### src/rtl/fetch_stage_pkg.sv
// Shared pipeline definitions for the fetch stage.
// Widths, opcode field position, fetch FSM states.
package fetch_stage_pkg;

    localparam int PC_WIDTH = 16;
    localparam int INSTR_WIDTH = 16;
    localparam int OPCODE_WIDTH = 4;
    localparam int OPCODE_MSB = INSTR_WIDTH - 1;

    localparam logic [OPCODE_WIDTH-1:0] HALT_OPCODE = 4'hF;
    localparam logic [PC_WIDTH-1:0] RESET_PC = '0;

    typedef enum logic [1:0] {
        START  = 2'd0,
        RUN    = 2'd1,
        HALTED = 2'd2
    } fetch_state_t;

    function automatic logic is_opcode(
        input logic [INSTR_WIDTH-1:0] word,
        input logic [OPCODE_WIDTH-1:0] opcode
    );
        return word[OPCODE_MSB -: OPCODE_WIDTH] == opcode;
    endfunction

endpackage

### src/rtl/fetch_stage_if.sv
// Fetch-stage bus: control from execute/hazard logic,
// instruction memory port and IF/ID outputs to decode.
interface fetch_stage_if;
    import fetch_stage_pkg::*;

    logic                   i_stall;
    logic                   i_branch_taken;
    logic [PC_WIDTH-1:0]    i_branch_target;
    logic [PC_WIDTH-1:0]    o_imem_addr;
    logic [INSTR_WIDTH-1:0] i_imem_data;
    logic                   o_decode_valid;
    logic [INSTR_WIDTH-1:0] o_decode_instr;
    logic [PC_WIDTH-1:0]    o_decode_pc;
    logic                   o_halted;
    logic [15:0]            o_stall_count;

    modport master (
        output i_stall,
        output i_branch_taken,
        output i_branch_target,
        output i_imem_data,
        input  o_imem_addr,
        input  o_decode_valid,
        input  o_decode_instr,
        input  o_decode_pc,
        input  o_halted,
        input  o_stall_count
    );

    modport slave (
        input  i_stall,
        input  i_branch_taken,
        input  i_branch_target,
        input  i_imem_data,
        output o_imem_addr,
        output o_decode_valid,
        output o_decode_instr,
        output o_decode_pc,
        output o_halted,
        output o_stall_count
    );

endinterface

### src/rtl/fetch_decode_register.sv
// Generic pipeline register: load, hold, flush.
// Flush only drops valid; payload keeps its last value.
module fetch_decode_register #(
    parameter int INSTR_W = 16,
    parameter int PC_W = 16
) (
    input  logic               clk,
    input  logic               rst_n,
    input  logic               load,
    input  logic               flush,
    input  logic [INSTR_W-1:0] next_instr,
    input  logic [PC_W-1:0]    next_pc,
    output logic               valid,
    output logic [INSTR_W-1:0] instr,
    output logic [PC_W-1:0]    pc
);

    always_ff @(posedge clk or negedge rst_n) begin
        if (!rst_n) begin
            valid <= 1'b0;
            instr <= '0;
            pc <= '0;
        end else if (flush) begin
            valid <= 1'b0;
        end else if (load) begin
            valid <= 1'b1;
            instr <= next_instr;
            pc <= next_pc;
        end
    end

endmodule

### src/rtl/fetch_stage.sv
// Instruction fetch: PC, fetch FSM, stall counter
// and the IF/ID register feeding decode.
module fetch_stage #(
    parameter logic [fetch_stage_pkg::PC_WIDTH-1:0] RESET_PC =
        fetch_stage_pkg::RESET_PC,
    parameter logic [fetch_stage_pkg::OPCODE_WIDTH-1:0] HALT_OPCODE =
        fetch_stage_pkg::HALT_OPCODE
) (
    input logic i_clk,
    input logic i_reset_n,
    fetch_stage_if.slave bus
);
    import fetch_stage_pkg::*;

    fetch_state_t state;
    logic [PC_WIDTH-1:0] pc;
    logic [15:0] stall_count;
    logic halted;

    logic running;
    logic halt_hit;
    logic load;
    logic flush;

    assign running = state == RUN;
    assign halt_hit = is_opcode(bus.i_imem_data, HALT_OPCODE);

    // Branch beats stall; HALTED keeps flushing so valid drops.
    always_comb begin
        load = running && !bus.i_branch_taken && !bus.i_stall;
        flush = (running && bus.i_branch_taken) || state == HALTED;
    end

    always_ff @(posedge i_clk or negedge i_reset_n) begin
        if (!i_reset_n) begin
            state <= START;
            pc <= RESET_PC;
            stall_count <= '0;
            halted <= 1'b0;
        end else begin
            unique case (state)
                START: state <= RUN;
                RUN: begin
                    if (bus.i_branch_taken) begin
                        pc <= bus.i_branch_target;
                    end else if (!bus.i_stall) begin
                        if (halt_hit) begin
                            state <= HALTED;
                            halted <= 1'b1;
                        end else begin
                            pc <= pc + 1'b1;
                        end
                    end
                    if (bus.i_stall && stall_count != 16'hFFFF) begin
                        stall_count <= stall_count + 16'd1;
                    end
                end
                HALTED: halted <= 1'b1;
                default: state <= START;
            endcase
        end
    end

    assign bus.o_imem_addr = pc;
    assign bus.o_halted = halted;
    assign bus.o_stall_count = stall_count;

    fetch_decode_register #(
        .INSTR_W(INSTR_WIDTH),
        .PC_W(PC_WIDTH)
    ) u_if_id (
        .clk(i_clk),
        .rst_n(i_reset_n),
        .load(load),
        .flush(flush),
        .next_instr(bus.i_imem_data),
        .next_pc(pc),
        .valid(bus.o_decode_valid),
        .instr(bus.o_decode_instr),
        .pc(bus.o_decode_pc)
    );

endmodule

### src/flat_wrapper.sv
// flat-port wrapper written by rule: the top's interface ports become plain ports
module fetch_stage_flat import fetch_stage_pkg::*;
#(
    parameter logic [fetch_stage_pkg::PC_WIDTH-1:0] RESET_PC =
        fetch_stage_pkg::RESET_PC,
    parameter logic [fetch_stage_pkg::OPCODE_WIDTH-1:0] HALT_OPCODE =
        fetch_stage_pkg::HALT_OPCODE
)
  (i_clk, i_reset_n, bus_i_stall, bus_i_branch_taken, bus_i_branch_target, bus_i_imem_data, bus_o_imem_addr, bus_o_decode_valid, bus_o_decode_instr, bus_o_decode_pc, bus_o_halted, bus_o_stall_count);
  fetch_stage_if bus_i ();
  input logic i_clk;
  input logic i_reset_n;
  input wire logic [$bits(bus_i.i_stall)-1:0] bus_i_stall;
  input wire logic [$bits(bus_i.i_branch_taken)-1:0] bus_i_branch_taken;
  input wire logic [$bits(bus_i.i_branch_target)-1:0] bus_i_branch_target;
  input wire logic [$bits(bus_i.i_imem_data)-1:0] bus_i_imem_data;
  output wire logic [$bits(bus_i.o_imem_addr)-1:0] bus_o_imem_addr;
  output wire logic [$bits(bus_i.o_decode_valid)-1:0] bus_o_decode_valid;
  output wire logic [$bits(bus_i.o_decode_instr)-1:0] bus_o_decode_instr;
  output wire logic [$bits(bus_i.o_decode_pc)-1:0] bus_o_decode_pc;
  output wire logic [$bits(bus_i.o_halted)-1:0] bus_o_halted;
  output wire logic [$bits(bus_i.o_stall_count)-1:0] bus_o_stall_count;
  assign bus_i.i_stall = bus_i_stall;
  assign bus_i.i_branch_taken = bus_i_branch_taken;
  assign bus_i.i_branch_target = bus_i_branch_target;
  assign bus_i.i_imem_data = bus_i_imem_data;
  assign bus_o_imem_addr = bus_i.o_imem_addr;
  assign bus_o_decode_valid = bus_i.o_decode_valid;
  assign bus_o_decode_instr = bus_i.o_decode_instr;
  assign bus_o_decode_pc = bus_i.o_decode_pc;
  assign bus_o_halted = bus_i.o_halted;
  assign bus_o_stall_count = bus_i.o_stall_count;
  fetch_stage #(.RESET_PC(RESET_PC), .HALT_OPCODE(HALT_OPCODE)) u_core (.i_clk(i_clk), .i_reset_n(i_reset_n), .bus(bus_i));
endmodule
### config.mk
export PLATFORM = sky130hd
export DESIGN_NAME = fetch_stage_flat
export DESIGN_NICKNAME = d
export VERILOG_FILES = /design/src/rtl/fetch_stage_pkg.sv /design/src/rtl/fetch_stage_if.sv /design/src/rtl/fetch_decode_register.sv /design/src/rtl/fetch_stage.sv /design/src/flat_wrapper.sv
export SDC_FILE = /design/constraint.sdc
export NUM_CORES = 1
export LEC_CHECK = 0
export ABC_AREA = 1
export BUFFER_PORTS_ARGS = -buffer_cell sky130_fd_sc_hd__buf_2
export CORE_ASPECT_RATIO = 0.75
export CORE_MARGIN = 1
export CORE_UTILIZATION = 45
export CTS_CLUSTER_DIAMETER = 80
export DETAILED_ROUTE_END_ITERATION = 10
export PLACE_DENSITY = 0.76
export REMOVE_ABC_BUFFERS = 1
export SYNTH_ARGS = -nofsm -noshare
export SYNTH_HDL_FRONTEND = slang
export SYNTH_SLANG_ARGS = --single-unit
### constraint.sdc
create_clock -name i_clk -period 2.25 [get_ports i_clk]
set_input_delay 0.45 -clock i_clk [delete_from_list [all_inputs] [get_ports i_clk]]
set_output_delay 0.45 -clock i_clk [all_outputs]
set_load 0.01 [all_outputs]
After elaboration in Yosys (flattened, before gate mapping)
Cells that the tools add are included.
{"block": "totals", "regBits": 68, "inputBits": 36, "out_inout_bits": 66, "wordCells": 48}
{"block": "classes", "add_sub_neg": 2, "n_eq_ne": 9, "n_mux": 13, "bitwise": 2, "reduce_logical": 15}
{"cell": "16-bit 2-to-1 mux", "count": 3}
{"cell": "16-bit by 1-bit adder with 16-bit output (second input constant)", "count": 2}
{"cell": "16-bit != test (second input constant)", "count": 1}
{"cell": "2-bit != test (second input constant)", "count": 4}
{"cell": "4-bit AND reduction", "count": 2}
{"cell": "2-bit 2-to-1 mux", "count": 3}
{"cell": "2-bit case mux with 3 select lines", "count": 1}
{"cell": "1-bit 2-to-1 mux", "count": 5}
{"cell": "4-bit == test (second input constant)", "count": 1}
{"cell": "1-bit logical AND", "count": 4}
{"cell": "2-bit AND reduction", "count": 2}
{"cell": "2-bit nonzero test", "count": 2}
{"cell": "3-bit AND reduction", "count": 1}
{"cell": "2-bit by 1-bit == test with 1-bit output (second input constant)", "count": 1}
{"cell": "2-bit == test (second input constant)", "count": 1}
{"cell": "1-bit logical NOT", "count": 2}
{"cell": "2-bit logical NOT", "count": 1}
{"cell": "2-bit by 1-bit != test with 1-bit output (second input constant)", "count": 1}
{"cell": "1-bit NOT", "count": 2}
{"cell": "1-bit case mux with 2 select lines", "count": 1}
{"cell": "1-bit logical OR", "count": 1}

Logic depth before layout (Yosys ltp)
Gate-level depths: netlist (run 1).
{"block": "logic_depth", "word_depth": 5, "mapped_depth": 10, "ltp_nobuf": 10}

By module
Synthesis (run 1) repeated with hierarchy kept, for this count alone.
{"block": "unflattened", "hier_cells": 482, "area_unflattened_um2": 3651.0}
{"module": "fetch_stage", "instances": 1, "cells_per_inst": 339, "area_per_inst_um2": 2319.7}
{"module": "fetch_decode_register", "instances": 1, "cells_per_inst": 143, "area_per_inst_um2": 1331.3}

Worst setup path before layout (run 1)
No wires, ideal clock.
{"block": "synth_path", "path_type": "register to register", "start": "reg u_core.stall_count[0] (netlist: u_core.bus.o_stall_count[0])", "end": "reg u_core.stall_count[14] (netlist: u_core.bus.o_stall_count[14])", "setup_time_ns": 0.117, "arrival_ns": 1.441, "slack_ns": 0.692, "path_stages_with_launch": 10, "path_buffers": 1, "period_less_slack_ns": 1.558, "path_cell_list": "dfrtp_1 ha_1 nand3_2 nor3_4 nand2_2 nand2_4 nand2_4 buf_6 nand2_1 nand2_1"}
{"block": "synth_via", "elab_chain_cells": 3}
{"item": "from (decl)", "line": "fetch_stage.sv:17", "rtl": "logic [15:0] stall_count;"}
{"item": "from (signal assigned)", "line": "fetch_stage.sv:55", "rtl": "stall_count <= stall_count + 16'd1;"}
{"item": "branches (longest 3 deep; another with 16-bit by 1-bit adder with 16-bit output)"}
Parallel ways; which one is timed is not known.
A chain may end at the register's enable or synchronous reset.

Worst setup path in the final report (run 1)
{"block": "layout_path", "start": "reg u_core.stall_count[14] (netlist: u_core.bus.o_stall_count[14])", "end": "reg u_core.stall_count[9] (netlist: u_core.bus.o_stall_count[9])"}
{"block": "layout_via", "elab_chain_cells": 3}
{"item": "16-bit != test", "line": "fetch_stage.sv:54", "rtl": "if (bus.i_stall && stall_count != 16'hFFFF) begin"}
{"item": "1-bit logical AND", "line": "fetch_stage.sv:54"}
{"item": "2-bit AND reduction (no source line)"}
No other way between the ends.

==> impl_summary.txt, run 1 <==
----------------------------------------------------
[Synth]
  Number of synthesized register bits ... 68
  Part of the Yosys area used for sequential elements ... 48.8%
  Synth Instances ... 464
  Number of distinct library cells after synthesis ... 29
  Post-Synthesis Mean Instance Area ... 7.52 sq um
  Total number of yosys warnings ... 0
  Cell area after technology mapping ... 3490 sq um

[Power and ir drop]
  Share of power burned in combinational logic ... 23.9%
  Static Leakage ... 2.37 nW
  Clock network fraction of design power ... 30.6%
  PD cells ... 833 nW/um^2
  Internal power consumption ... 2.38 mW
  Switching portion of total power ... 33.4%
  Reported net switching power ... 1.20 mW
  Worst voltage drop across the vdd grid ... 0.000375 V
  Final total power ... 3.58 mW
  Sequential share of power ... 45.5%

[Placed design]
  Worst setup timing slack at the placement stage ... 530 ps
  GPL Wtd Cong ... 0.916
  Detailed placement HPWL ... 6320 um
  Cell area after placement ... 4080 sq um
  Count of port buffers added during placement ... 101

[Clock tree]
  Clock transition at path regs ... 70 ps
  Number of clock sinks ... 68
  Root buffer cell ... sky130_fd_sc_hd__clkbuf_8
  Number of clock buffers inserted by TritonCTS ... 9
  Post-CTS resize count ... 0
  Number of levels the H-tree was split into ... 3
  Hold buffer count at CTS ... 0
  Clock tree from TritonCTS ... yes
  Worst skew pair latency ... 340 ps
  Max Root-Sink Buffers ... 2
  Post-CTS Setup Inserts ... 0

[Floorplan]
  Initial core utilization ... 46.9%
  Floorplan Core Area ... 7430 sq um
  Vert. Die Dim ... 78.2 um
  Die area ... 8110 sq um
  Horizontal die dimension ... 104 um
  Standard-cell row count ... 27
  IO Count ... 102

[Setup path]
  Critical path peak fanout ... 17
  Ordered list of cells on the worst path ... nand2_1 -> o21ai_2 -> nand2_4 -> nand2_1 -> nand2_1
  Required @ worst endpoint ... 2480 ps
  Worst setup path category ... reg2reg
  Kind of launch point of the worst setup path ... register
  Critical Path Max Stage Delay ... 660 ps
  Slowest stage cell, crit path ... sky130_fd_sc_hd__o21ai_2
  Critical path data arrival time ... 2000 ps
  Type of element capturing the critical path ... register
  Most prevalent standard cell on the critical path ... sky130_fd_sc_hd__nand2_1

[Final layout]
  Final nets ... 604
  Synthesis-to-layout area growth ... 23.3%
  Final Instance Area ... 4300 sq um
  Share of post-route cells with drive strength above 1 ... 23.8%
  Final core utilization ... 57.9%

[Timing]
  Final period utilization ... 78.7%
  Max-slew violation total from the final report ... 0
  Post-route minimum period ... 1770 ps
  Achievable clock frequency ... 0.564 GHz
  RSZ-0062 raised after global routing ... no
  Hold Vio Cnt, Final ... 0
  Final setup violation count ... 0
  Aggregate negative setup slack ... 0 ps
  Clock skew ... 11.1 ps
  Headroom to the max-slew limit ... 46.5%
  Fin worst setup slack ... 478 ps
  Transition at the pin with the smallest max-transition slack ... 802 ps

[Worst hold path]
  Worst min path class ... in2async

[GRT]
  Remaining global-route overflow ... 0
  Pin count of the biggest net entering global routing ... 50
  Initial antenna violation count ... 0
  Global-route wire length before repair ... 15,400 um
  Overall routing resource usage ... 23.9%
  Via count of the first global-routing pass ... 3,242

[Drt]
  Number of violations reported at the end of detailed-routing iteration 0 ... 268
  Remaining DRCs ... 0
  Via-per-instance ratio ... 4.97
  Total wirelength of the detailed-routed design ... 8880 um
  Antenna violation net count after detailed routing ... 0
  Average wire length per cell after detail routing ... 13.2 um
  TritonRoute pass-1 iters ... 5
  Via total after detailed routing ... 3,343

[Job]
  Reported max-cap violation count ... 0

[Outcome]
  Run status ... complete, no violations

----------------------------------------------------
-- state kept, by name, summed over array words and instances, names as in the netlist --
name and flops:
u_core.u_if_id.pc 16, u_core.bus.o_halted 1, u_core.bus.o_stall_count 16, u_core.u_if_id.instr 16, u_core.state 2, u_core.u_if_id.valid 1
u_core.bus.o_imem_addr 16
-- routing by layer --
layer	up-vias	track usage (%)	part of all wire, %
met4	0	6.52	1.3
met2	126	37.6	45
li1	1670	-	-
met5	-	0	0
met1	1537	32.7	47
met3	10	6.31	7.1
-- critical path: cells and delay by family (launching register included) --
family          cells  cell delay [ps]
compound gates      1              660
flops               1              430
simple gates        4              570
-- stage by stage --
step / hold slack [ps] / std cells
finish: 65.5 / 673
detailed placement: 416 / 656
CTS: 61.6 / 672
floorplan: 154 / 449
global placement: 427 / 656
global route: 81.2 / 672
-- cell usage after synthesis --
cell type / instances / area [sq um]
sky130_fd_sc_hd__o21ai_2: 1 / 8.76
sky130_fd_sc_hd__o21ai_0: 26 / 130
sky130_fd_sc_hd__nand3b_1: 1 / 7.51
sky130_fd_sc_hd__or2_2: 1 / 6.26
sky130_fd_sc_hd__a21oi_1: 6 / 30.0
sky130_fd_sc_hd__clkbuf_1: 5 / 18.8
sky130_fd_sc_hd__o211ai_1: 1 / 7.51
sky130_fd_sc_hd__nor3_1: 3 / 15.0
sky130_fd_sc_hd__inv_1: 29 / 109
sky130_fd_sc_hd__o21bai_1: 2 / 15.0
sky130_fd_sc_hd__ha_1: 2 / 25.0
sky130_fd_sc_hd__buf_4: 2 / 15.0
sky130_fd_sc_hd__nor3_4: 1 / 16.3
sky130_fd_sc_hd__nand2_4: 2 / 22.5
sky130_fd_sc_hd__xor2_1: 9 / 78.8
sky130_fd_sc_hd__o31ai_2: 1 / 12.5
sky130_fd_sc_hd__nand2_1: 186 / 698
sky130_fd_sc_hd__nand2_2: 3 / 18.8
sky130_fd_sc_hd__nand3_2: 2 / 20.0
sky130_fd_sc_hd__a31oi_1: 2 / 12.5
sky130_fd_sc_hd__buf_6: 2 / 22.5
sky130_fd_sc_hd__dfrtp_1: 68 / 1700
sky130_fd_sc_hd__buf_2: 6 / 30.0
sky130_fd_sc_hd__or2_1: 1 / 6.26
sky130_fd_sc_hd__nor2_1: 53 / 199
sky130_fd_sc_hd__xnor2_1: 3 / 26.3
sky130_fd_sc_hd__nand3_1: 37 / 185
sky130_fd_sc_hd__nand4_1: 6 / 37.5
sky130_fd_sc_hd__inv_2: 3 / 11.3
-- cell families after synthesis --
family | after synthesis | synth area share (%)
AO/OA/AOI/OAI | 39 | 6.21
AND/OR/NAND/NOR | 296 | 35.3
XOR/XNOR | 12 | 3.01
buffers and inverters | 47 | 5.92
adder cells (fa/ha/maj) | 2 | 0.718
flip-flops | 68 | 48.8
-- layout by cell type, fill, tap and decap left out --
cell,count
sky130_fd_sc_hd__a21oi_1,6
sky130_fd_sc_hd__a31oi_1,2
sky130_fd_sc_hd__buf_12,1
sky130_fd_sc_hd__buf_2,101
sky130_fd_sc_hd__buf_4,4
sky130_fd_sc_hd__bufinv_16,2
sky130_fd_sc_hd__clkbuf_8,9
sky130_fd_sc_hd__clkinv_2,3
sky130_fd_sc_hd__clkinv_4,1
sky130_fd_sc_hd__clkinvlp_4,1
sky130_fd_sc_hd__dfrtp_1,68
sky130_fd_sc_hd__diode_2,1
sky130_fd_sc_hd__ha_1,2
sky130_fd_sc_hd__inv_1,29
sky130_fd_sc_hd__inv_2,3
sky130_fd_sc_hd__nand2_1,186
sky130_fd_sc_hd__nand2_2,3
sky130_fd_sc_hd__nand2_4,2
sky130_fd_sc_hd__nand3_1,37
sky130_fd_sc_hd__nand3_2,2
sky130_fd_sc_hd__nand3b_1,1
sky130_fd_sc_hd__nand4_1,6
sky130_fd_sc_hd__nor2_1,53
sky130_fd_sc_hd__nor3_1,3
sky130_fd_sc_hd__nor3_4,1
sky130_fd_sc_hd__o211ai_1,1
sky130_fd_sc_hd__o21ai_0,26
sky130_fd_sc_hd__o21ai_2,1
sky130_fd_sc_hd__o21bai_1,2
sky130_fd_sc_hd__o31ai_2,1
sky130_fd_sc_hd__or2_1,1
sky130_fd_sc_hd__or2_2,1
sky130_fd_sc_hd__xnor2_1,3
sky130_fd_sc_hd__xor2_1,9
-- power groups by stage --
stage,logic (mW),registers (mW),clock network [mW]
floorplan,0.394,1.71,0
global placement,0.840,1.64,0
detailed placement,0.860,1.65,0
CTS,0.866,1.63,1.12
global route,0.964,1.66,1.17
finish,0.857,1.63,1.09
-- final cells by class --
type / count / area [sq um]
sequential: 68 / 1700
clock inverter: 7 / 91.3
fill: 702 / 3130
inverter: 32 / 120
timing repair buffer: 106 / 556
clock buffer: 9 / 124
multi-input combinational: 349 / 1580
antenna: 1 / 2.50
tap: 101 / 126
-- final timing paths --
check	from	end	slack [ps]	depth (start not counted)
max reg2reg	u_core.bus.o_stall_count[14]$_DFFE_PN0P_	u_core.bus.o_stall_count[9]$_DFFE_PN0P_	480	5
min reg2reg	u_core.state[1]$_DFFE_PN0P_	u_core.state[0]$_DFFE_PN0P_	440	1
max	u_core.bus.o_stall_count[14]$_DFFE_PN0P_	u_core.bus.o_stall_count[9]$_DFFE_PN0P_	480	5
min	i_reset_n	u_core.bus.o_stall_count[12]$_DFFE_PN0P_	70	1
max in group asynchronous	i_reset_n	u_core.u_if_id.pc[15]$_DFFE_PN0P_	1570	2
min in group i_clk	bus_i_imem_data[11]	u_core.u_if_id.instr[11]$_DFFE_PN0P_	300	3
No activity file was read; power rests on OpenSTA's default activity.
==> run 2: changes to the inputs <==
--- a/config.mk
+++ b/config.mk
@@ -12,7 +12,7 @@
 export CORE_UTILIZATION = 45
 export CTS_CLUSTER_DIAMETER = 80
 export DETAILED_ROUTE_END_ITERATION = 10
-export PLACE_DENSITY = 0.76
+export PLACE_DENSITY = 0.79
 export REMOVE_ABC_BUFFERS = 1
 export SYNTH_ARGS = -nofsm -noshare
 export SYNTH_HDL_FRONTEND = slang
==> constraint.sdc (replaced) <==
create_clock -name i_clk -period 1.4 [get_ports i_clk]
set_input_delay 0.28 -clock i_clk [delete_from_list [all_inputs] [get_ports i_clk]]
set_output_delay 0.28 -clock i_clk [all_outputs]
set_load 0.01 [all_outputs]
==> run 2 against run 1 <==
Effect of this change: non-clock buffer count up 42; routed wire length up 5.6%; sequential power up 60%; clock skew down 1.7 ps; critical path type unchanged; register-to-register slack worse by 510 ps; sequential share of layout area down 4.2 points; worst hold slack better by 71 ps; clock power up 48%; highest routed layer unchanged; total power up 71%; the run now ends with negative setup slack left; worst setup slack worse by 510 ps; core utilization up 6.9 points.
==> impl_summary.txt, run 2 (same netlist as run 1, synthesis figures left out) <==
----------------------------------------------------
[Outcome]
  Run status ... finished with violations
  Violated checks ... negative setup slack

[Timing]
  Headroom to the max-slew limit ... 76.2%
  Max-slew violation total from the final report ... 0
  Clock skew ... 9.39 ps
  Post-route minimum period ... 1430 ps
  RSZ-0062 raised after global routing ... yes
  Transition at the pin with the smallest max-transition slack ... 357 ps
  Hold Vio Cnt, Final ... 0
  Final setup violation count ... 13
  Achievable clock frequency ... 0.699 GHz
  Worst hold slack ... 137 ps
  Final period utilization ... 102%
  Fin worst setup slack ... -30.5 ps

[Clock tree]
  Clock transition at path regs ... 70 ps
  Worst skew pair latency ... 340 ps
  Clock tree from TritonCTS ... yes
  Number of levels the H-tree was split into ... 3
  Number of clock sinks ... 68
  Root buffer cell ... sky130_fd_sc_hd__clkbuf_8
  Number of clock buffers inserted by TritonCTS ... 9
  Max Root-Sink Buffers ... 2

[Setup path]
  Critical path peak fanout ... 8
  Critical path data arrival time ... 1700 ps
  Worst setup path category ... reg2reg
  Slowest stage cell, crit path ... sky130_fd_sc_hd__dfrtp_1
  Internal reg-to-reg setup slack ... -30 ps
  Kind of launch point of the worst setup path ... register
  Ordered list of cells on the worst path ... ha_4 -> nand3_4 -> nor3_4 -> nand2_2 -> nand2_4 -> buf_6 -> nand3_1 -> nand2_1
  Required @ worst endpoint ... 1670 ps
  Critical Path Max Stage Delay ... 430 ps
  CP startpoint ... u_core.bus.o_stall_count[0]$_DFFE_PN0P_
  Type of element capturing the critical path ... register
  Destination of the critical timing path ... u_core.bus.o_stall_count[5]$_DFFE_PN0P_
  Logic depth of the worst register-to-register path ... 8
  Reg-to-reg endpoint ... u_core.bus.o_stall_count[5]$_DFFE_PN0P_
  Worst r2r src ... u_core.bus.o_stall_count[0]$_DFFE_PN0P_

[Worst hold path]
  Worst min path class ... in2reg

[Drt]
  Via-per-instance ratio ... 4.99
  Average wire length per cell after detail routing ... 13.1 um
  Number of violations reported at the end of detailed-routing iteration 0 ... 233
  Total wirelength of the detailed-routed design ... 9370 um
  TritonRoute pass-1 iters ... 5
  Via total after detailed routing ... 3,561
  Antenna violation net count after detailed routing ... 0
  Remaining DRCs ... 0

[Final layout]
  Final instance count without filler cells ... 714
  Synthesis-to-layout area growth ... 38.1%
  Commonest non-fill, non-tap cell in the layout ... sky130_fd_sc_hd__nand2_1
  Final nets ... 646
  Share of post-route cells with drive strength above 1 ... 33.4%
  Number of antenna repair diodes ... 0
  Most used cells in the layout excluding fill and tap cells ... sky130_fd_sc_hd__nand2_1, sky130_fd_sc_hd__buf_2, sky130_fd_sc_hd__dfrtp_1

[Floorplan]
  Floorplan Core Area ... 7430 sq um
  Initial core utilization ... 46.9%
  Standard-cell row count ... 27
  Die area ... 8110 sq um
  Vert. Die Dim ... 78.2 um
  Horizontal die dimension ... 104 um
  IO Count ... 102

[GRT]
  Via count of the first global-routing pass ... 3,422
  Overall routing resource usage ... 24.2%
  Global-route wire length before repair ... 15,700 um
  Pin count of the biggest net entering global routing ... 61
  Remaining global-route overflow ... 0
  Initial antenna violation count ... 0

[Placed design]
  Count of port buffers added during placement ... 101
  GPL Wtd Cong ... 0.872
  Detailed placement HPWL ... 6600 um
  Placed insts ... 691

[Power and ir drop]
  Static Leakage ... 2.60 nW
  Worst voltage drop across the vdd grid ... 0.000696 V
  PD cells ... 1270 nW/um^2

[Job]
  Reported max-cap violation count ... 0

----------------------------------------------------
==> run 2: metrics by stage <==
stage | setup TNS (ps) | worst slack (ps) | area, sq um | power [mW] | utilization, %
2_1_floorplan | -3450 | -311 | 3400 | 3.39 | -
3_3_place_gp | -68.8 | -36.0 | 4380 | 4.19 | 59.0
3_5_place_dp | -885 | -79.0 | 4380 | 4.26 | 59.0
4_1_cts | -7.07 | -5.64 | 4690 | 6.05 | 63.1
5_1_grt | -1930 | -132 | 4810 | 6.51 | 64.8
6_report | -134 | -30.5 | 4810 | 6.13 | 64.8
==> run 2: metal layers <==
metal,wire length [um],vias up,global-route usage (%),part of all wire [%]
met2,4340,146,38.6,46
met4,167,0,7.97,1.8
li1,-,1756,-,-
met3,593,17,5.73,6.3
met5,0,-,0,0
met1,4270,1642,32.5,46
==> run 2: what timing repair did <==
item,in CTS,in global routing
pin swaps,2,4
cloned,0,0
hold buffers,1,0
resized for setup,16,32
endpoints found under the setup margin,18,35
endpoints found under the hold margin,8,0
setup buffers,4,2
==> run 2: layout make-up <==
class / count / area [sq um]
Inverter: 32 / 120
Multi-Input combinational cell: 349 / 1730
Timing Repair Buffer: 148 / 940
Fill cell: 632 / 2620
Tap cell: 101 / 126
Sequential cell: 68 / 1700
Clock buffer: 9 / 124
Clock inverter: 7 / 75.1
==> run 2: worst min path at each step <==
stage / startpoint / to / slack [ps] / cells past startpoint
floorplan: i_reset_n / u_core.bus.o_halted$_DFFE_PN0P_ / -20 / 0
global placement: i_reset_n / u_core.bus.o_stall_count[9]$_DFFE_PN0P_ / 150 / 1
detailed placement: i_reset_n / u_core.bus.o_stall_count[9]$_DFFE_PN0P_ / 160 / 1
CTS: bus_i_imem_data[3] / u_core.u_if_id.instr[3]$_DFFE_PN0P_ / 120 / 3
global route: bus_i_imem_data[4] / u_core.u_if_id.instr[4]$_DFFE_PN0P_ / 130 / 3
finish: bus_i_imem_data[3] / u_core.u_if_id.instr[3]$_DFFE_PN0P_ / 140 / 3
==> run 2: critical path: cells and delay by family (launching register included) <==
family        cells  cell delay [ps]
fa+ha+maj         1              190
buf+inv           1              150
simple gates      6              610
flops             1              430
==> run 2: power by group <==
part,internal (mW),total [mW],switching (mW)
sequential,2.28,2.60,0.316
clock,0.831,1.61,0.783
combinational,0.888,1.91,1.03
==> run 3: changes to the inputs <==
--- a/config.mk
+++ b/config.mk
@@ -14,6 +14,7 @@
 export DETAILED_ROUTE_END_ITERATION = 10
 export PLACE_DENSITY = 0.79
 export REMOVE_ABC_BUFFERS = 1
+export SKIP_LAST_GASP = 1
 export SYNTH_ARGS = -nofsm -noshare
 export SYNTH_HDL_FRONTEND = slang
 export SYNTH_SLANG_ARGS = --single-unit
==> run 3 against run 2 <==
Effect of this change: sequential share of layout area grew 0.49 points; largest power group unchanged; sequential power hardly changed; critical path type is now reg2out; the flow now finishes without violations; clock skew is essentially flat; core utilization decreased by 0.74 points; combinational power down 2%; critical path depth fell by 5; first-iteration DRC count decreased by 6.9%; cell area fell by 1.1%; worst hold slack got worse by 2.3 ps; non-clock buffer count down 2.
==> impl_summary.txt, run 3 (same netlist as run 1, synthesis figures left out) <==
----------------------------------------------------
[Drt]
  Number of violations reported at the end of detailed-routing iteration 0 ... 217
  Amount of wire on met2 after detailed routing ... 4160 um
  Antenna violation net count after detailed routing ... 0
  TritonRoute pass-1 iters ... 5
  Via-per-instance ratio ... 4.99
  Met3 wire length ... 636 um
  Average wire length per cell after detail routing ... 13.0 um
  Remaining DRCs ... 0
  Detailed-routing wirelength on met1 ... 4280 um
  Via total after detailed routing ... 3,552
  Top metal layer carrying routed signals ... met4
  Total wirelength of the detailed-routed design ... 9230 um

[Placed design]
  Count of port buffers added during placement ... 101
  Worst setup timing slack at the placement stage ... -79.0 ps
  Placed insts ... 691
  Detailed placement HPWL ... 6600 um
  GPL Wtd Cong ... 0.872

[Power and ir drop]
  PD cells ... 1280 nW/um^2
  Switching portion of total power ... 34.4%
  Clock network fraction of design power ... 26.6%
  Internal power consumption ... 3.98 mW
  Reported net switching power ... 2.09 mW
  Share of power burned in combinational logic ... 30.8%
  Sequential share of power ... 42.7%
  Worst voltage drop across the vdd grid ... 0.000711 V
  Static Leakage ... 2.57 nW

[Floorplan]
  Horizontal die dimension ... 104 um
  Vert. Die Dim ... 78.2 um
  Floorplan Core Area ... 7430 sq um
  IO Count ... 102
  Die area ... 8110 sq um
  Standard-cell row count ... 27
  Initial core utilization ... 46.9%

[Setup path]
  Kind of launch point of the worst setup path ... register
  Worst r2r src ... u_core.bus.o_stall_count[0]$_DFFE_PN0P_
  Required @ worst endpoint ... 1120 ps
  Most prevalent standard cell on the critical path ... sky130_fd_sc_hd__buf_6
  Worst setup path category ... reg2out
  Ordered list of cells on the worst path ... buf_6 -> buf_6 -> buf_6
  Internal reg-to-reg setup slack ... 20 ps
  Logic depth of the worst register-to-register path ... 8
  Critical path data arrival time ... 1110 ps
  CP startpoint ... u_core.bus.o_stall_count[1]$_DFFE_PN0P_
  Critical path peak fanout ... 2
  Type of element capturing the critical path ... output pin
  Reg-to-reg endpoint ... u_core.bus.o_stall_count[13]$_DFFE_PN0P_
  Critical Path Max Stage Delay ... 420 ps
  Slowest stage cell, crit path ... sky130_fd_sc_hd__dfrtp_1
  Sum of buffers and inverters on the critical path ... 3
  Kind of cell adding the most delay to the critical path ... flip-flops

[Clock tree]
  Number of clock buffers inserted by TritonCTS ... 9
  Clock tree from TritonCTS ... yes
  Max Root-Sink Buffers ... 2
  Worst skew pair latency ... 340 ps
  Clock transition at path regs ... 70 ps
  Root buffer cell ... sky130_fd_sc_hd__clkbuf_8
  Number of clock sinks ... 68
  Number of levels the H-tree was split into ... 3

[Timing]
  Max-slew violation total from the final report ... 0
  Final period utilization ... 99.3%
  Post-route minimum period ... 1390 ps
  Clock skew ... 9.87 ps
  Hold Vio Cnt, Final ... 0
  Aggregate negative setup slack ... 0 ps
  Final setup violation count ... 0
  Transition at the pin with the smallest max-transition slack ... 354 ps
  Achievable clock frequency ... 0.720 GHz
  Headroom to the max-slew limit ... 76.4%
  RSZ-0062 raised after global routing ... yes
  Fin worst setup slack ... 10.2 ps

[Job]
  Reported max-cap violation count ... 0

[Worst hold path]
  Worst hold endpoint ... u_core.u_if_id.instr[3]$_DFFE_PN0P_
  Start point of the worst min-delay path ... bus_i_imem_data[3]
  Worst hold stages ... 3
  Worst min path class ... in2reg

[Final layout]
  Synthesis-to-layout area growth ... 36.5%
  Share of post-route cells with drive strength above 1 ... 32.7%
  Final nets ... 644
  Number of antenna repair diodes ... 0
  Commonest non-fill, non-tap cell in the layout ... sky130_fd_sc_hd__nand2_1
  Final core utilization ... 64.0%
  Final instance count without filler cells ... 712
  Most used cells in the layout excluding fill and tap cells ... sky130_fd_sc_hd__nand2_1, sky130_fd_sc_hd__buf_2, sky130_fd_sc_hd__dfrtp_1

[Outcome]
  Run status ... complete, no violations

[GRT]
  Remaining global-route overflow ... 0
  Pin count of the biggest net entering global routing ... 61
  Via count of the first global-routing pass ... 3,383
  Global-route wire length before repair ... 15,500 um
  Overall routing resource usage ... 23.9%
  Initial antenna violation count ... 0

----------------------------------------------------
run 3: cell types whose count changed in the layout (fill, tap and decap cells not counted), sizes merged:
cell,before,now
buf,147,145
run 3: cell type report:
| cell class | count | area (sq um) |
|---|---|---|
| inverters | 32 | 120 |
| well taps | 101 | 126 |
| clock buffers | 9 | 124 |
| fillers | 640 | 2670 |
| flip-flops and latches | 68 | 1710 |
| multi-input cells | 349 | 1690 |
| repair buffers | 146 | 921 |
| clock inverters | 7 | 75.1 |
run 3: power by group through the flow:
stage	Combinational [mW]	Sequential, mW	Clock [mW]
after detailed placement	1.67	2.59	0
after global placement	1.62	2.58	0
after CTS	1.78	2.58	1.66
final	1.87	2.59	1.61
after floorplan	0.633	2.75	0
after global routing	2.07	2.63	1.74
run 3: routing by layer:
layer | global-route usage (%) | vias to the layer above
met1 | 32.5 | 1643
met2 | 37.9 | 145
met5 | 0 | -
li1 | - | 1748
met4 | 7.68 | 0
met3 | 5.65 | 16
run 3: worst max path at each step:
stage	end	slack [ps]	cells after the start
finish	bus_o_stall_count[1]	10	3
detailed placement	u_core.bus.o_stall_count[13]$_DFFE_PN0P_	-80	8
global placement	u_core.bus.o_stall_count[15]$_DFFE_PN0P_	-40	7
global route	u_core.bus.o_imem_addr[13]$_DFFE_PN0P_	-90	8
floorplan	u_core.bus.o_halted$_DFFE_PN0P_	-310	7
CTS	bus_o_stall_count[1]	-30	3
run 3: what timing repair did:
item / in CTS / in global routing
hold buffers: 1 / 0
setup endpoints to repair: 18 / 35
gates resized for setup: 13 / 28
buffers inserted: 4 / 0
hold endpoints to repair: 8 / 0
pin swaps: 2 / 1
run 3: worst min-delay path, cell delays in order:
cell                      delay [ps]
sky130_fd_sc_hd__buf_2            80
sky130_fd_sc_hd__nand2_1          40
sky130_fd_sc_hd__nand2_1          40
run 3: per-stage QoR:
step	hold slack [ps]	total power, mW	instance area [sq um]
final	134	6.07	4760
after global routing	130	6.44	4760
after CTS	121	6.01	4680
after detailed placement	159	4.26	4380
after global placement	154	4.19	4380
after floorplan	-15.6	3.39	3400
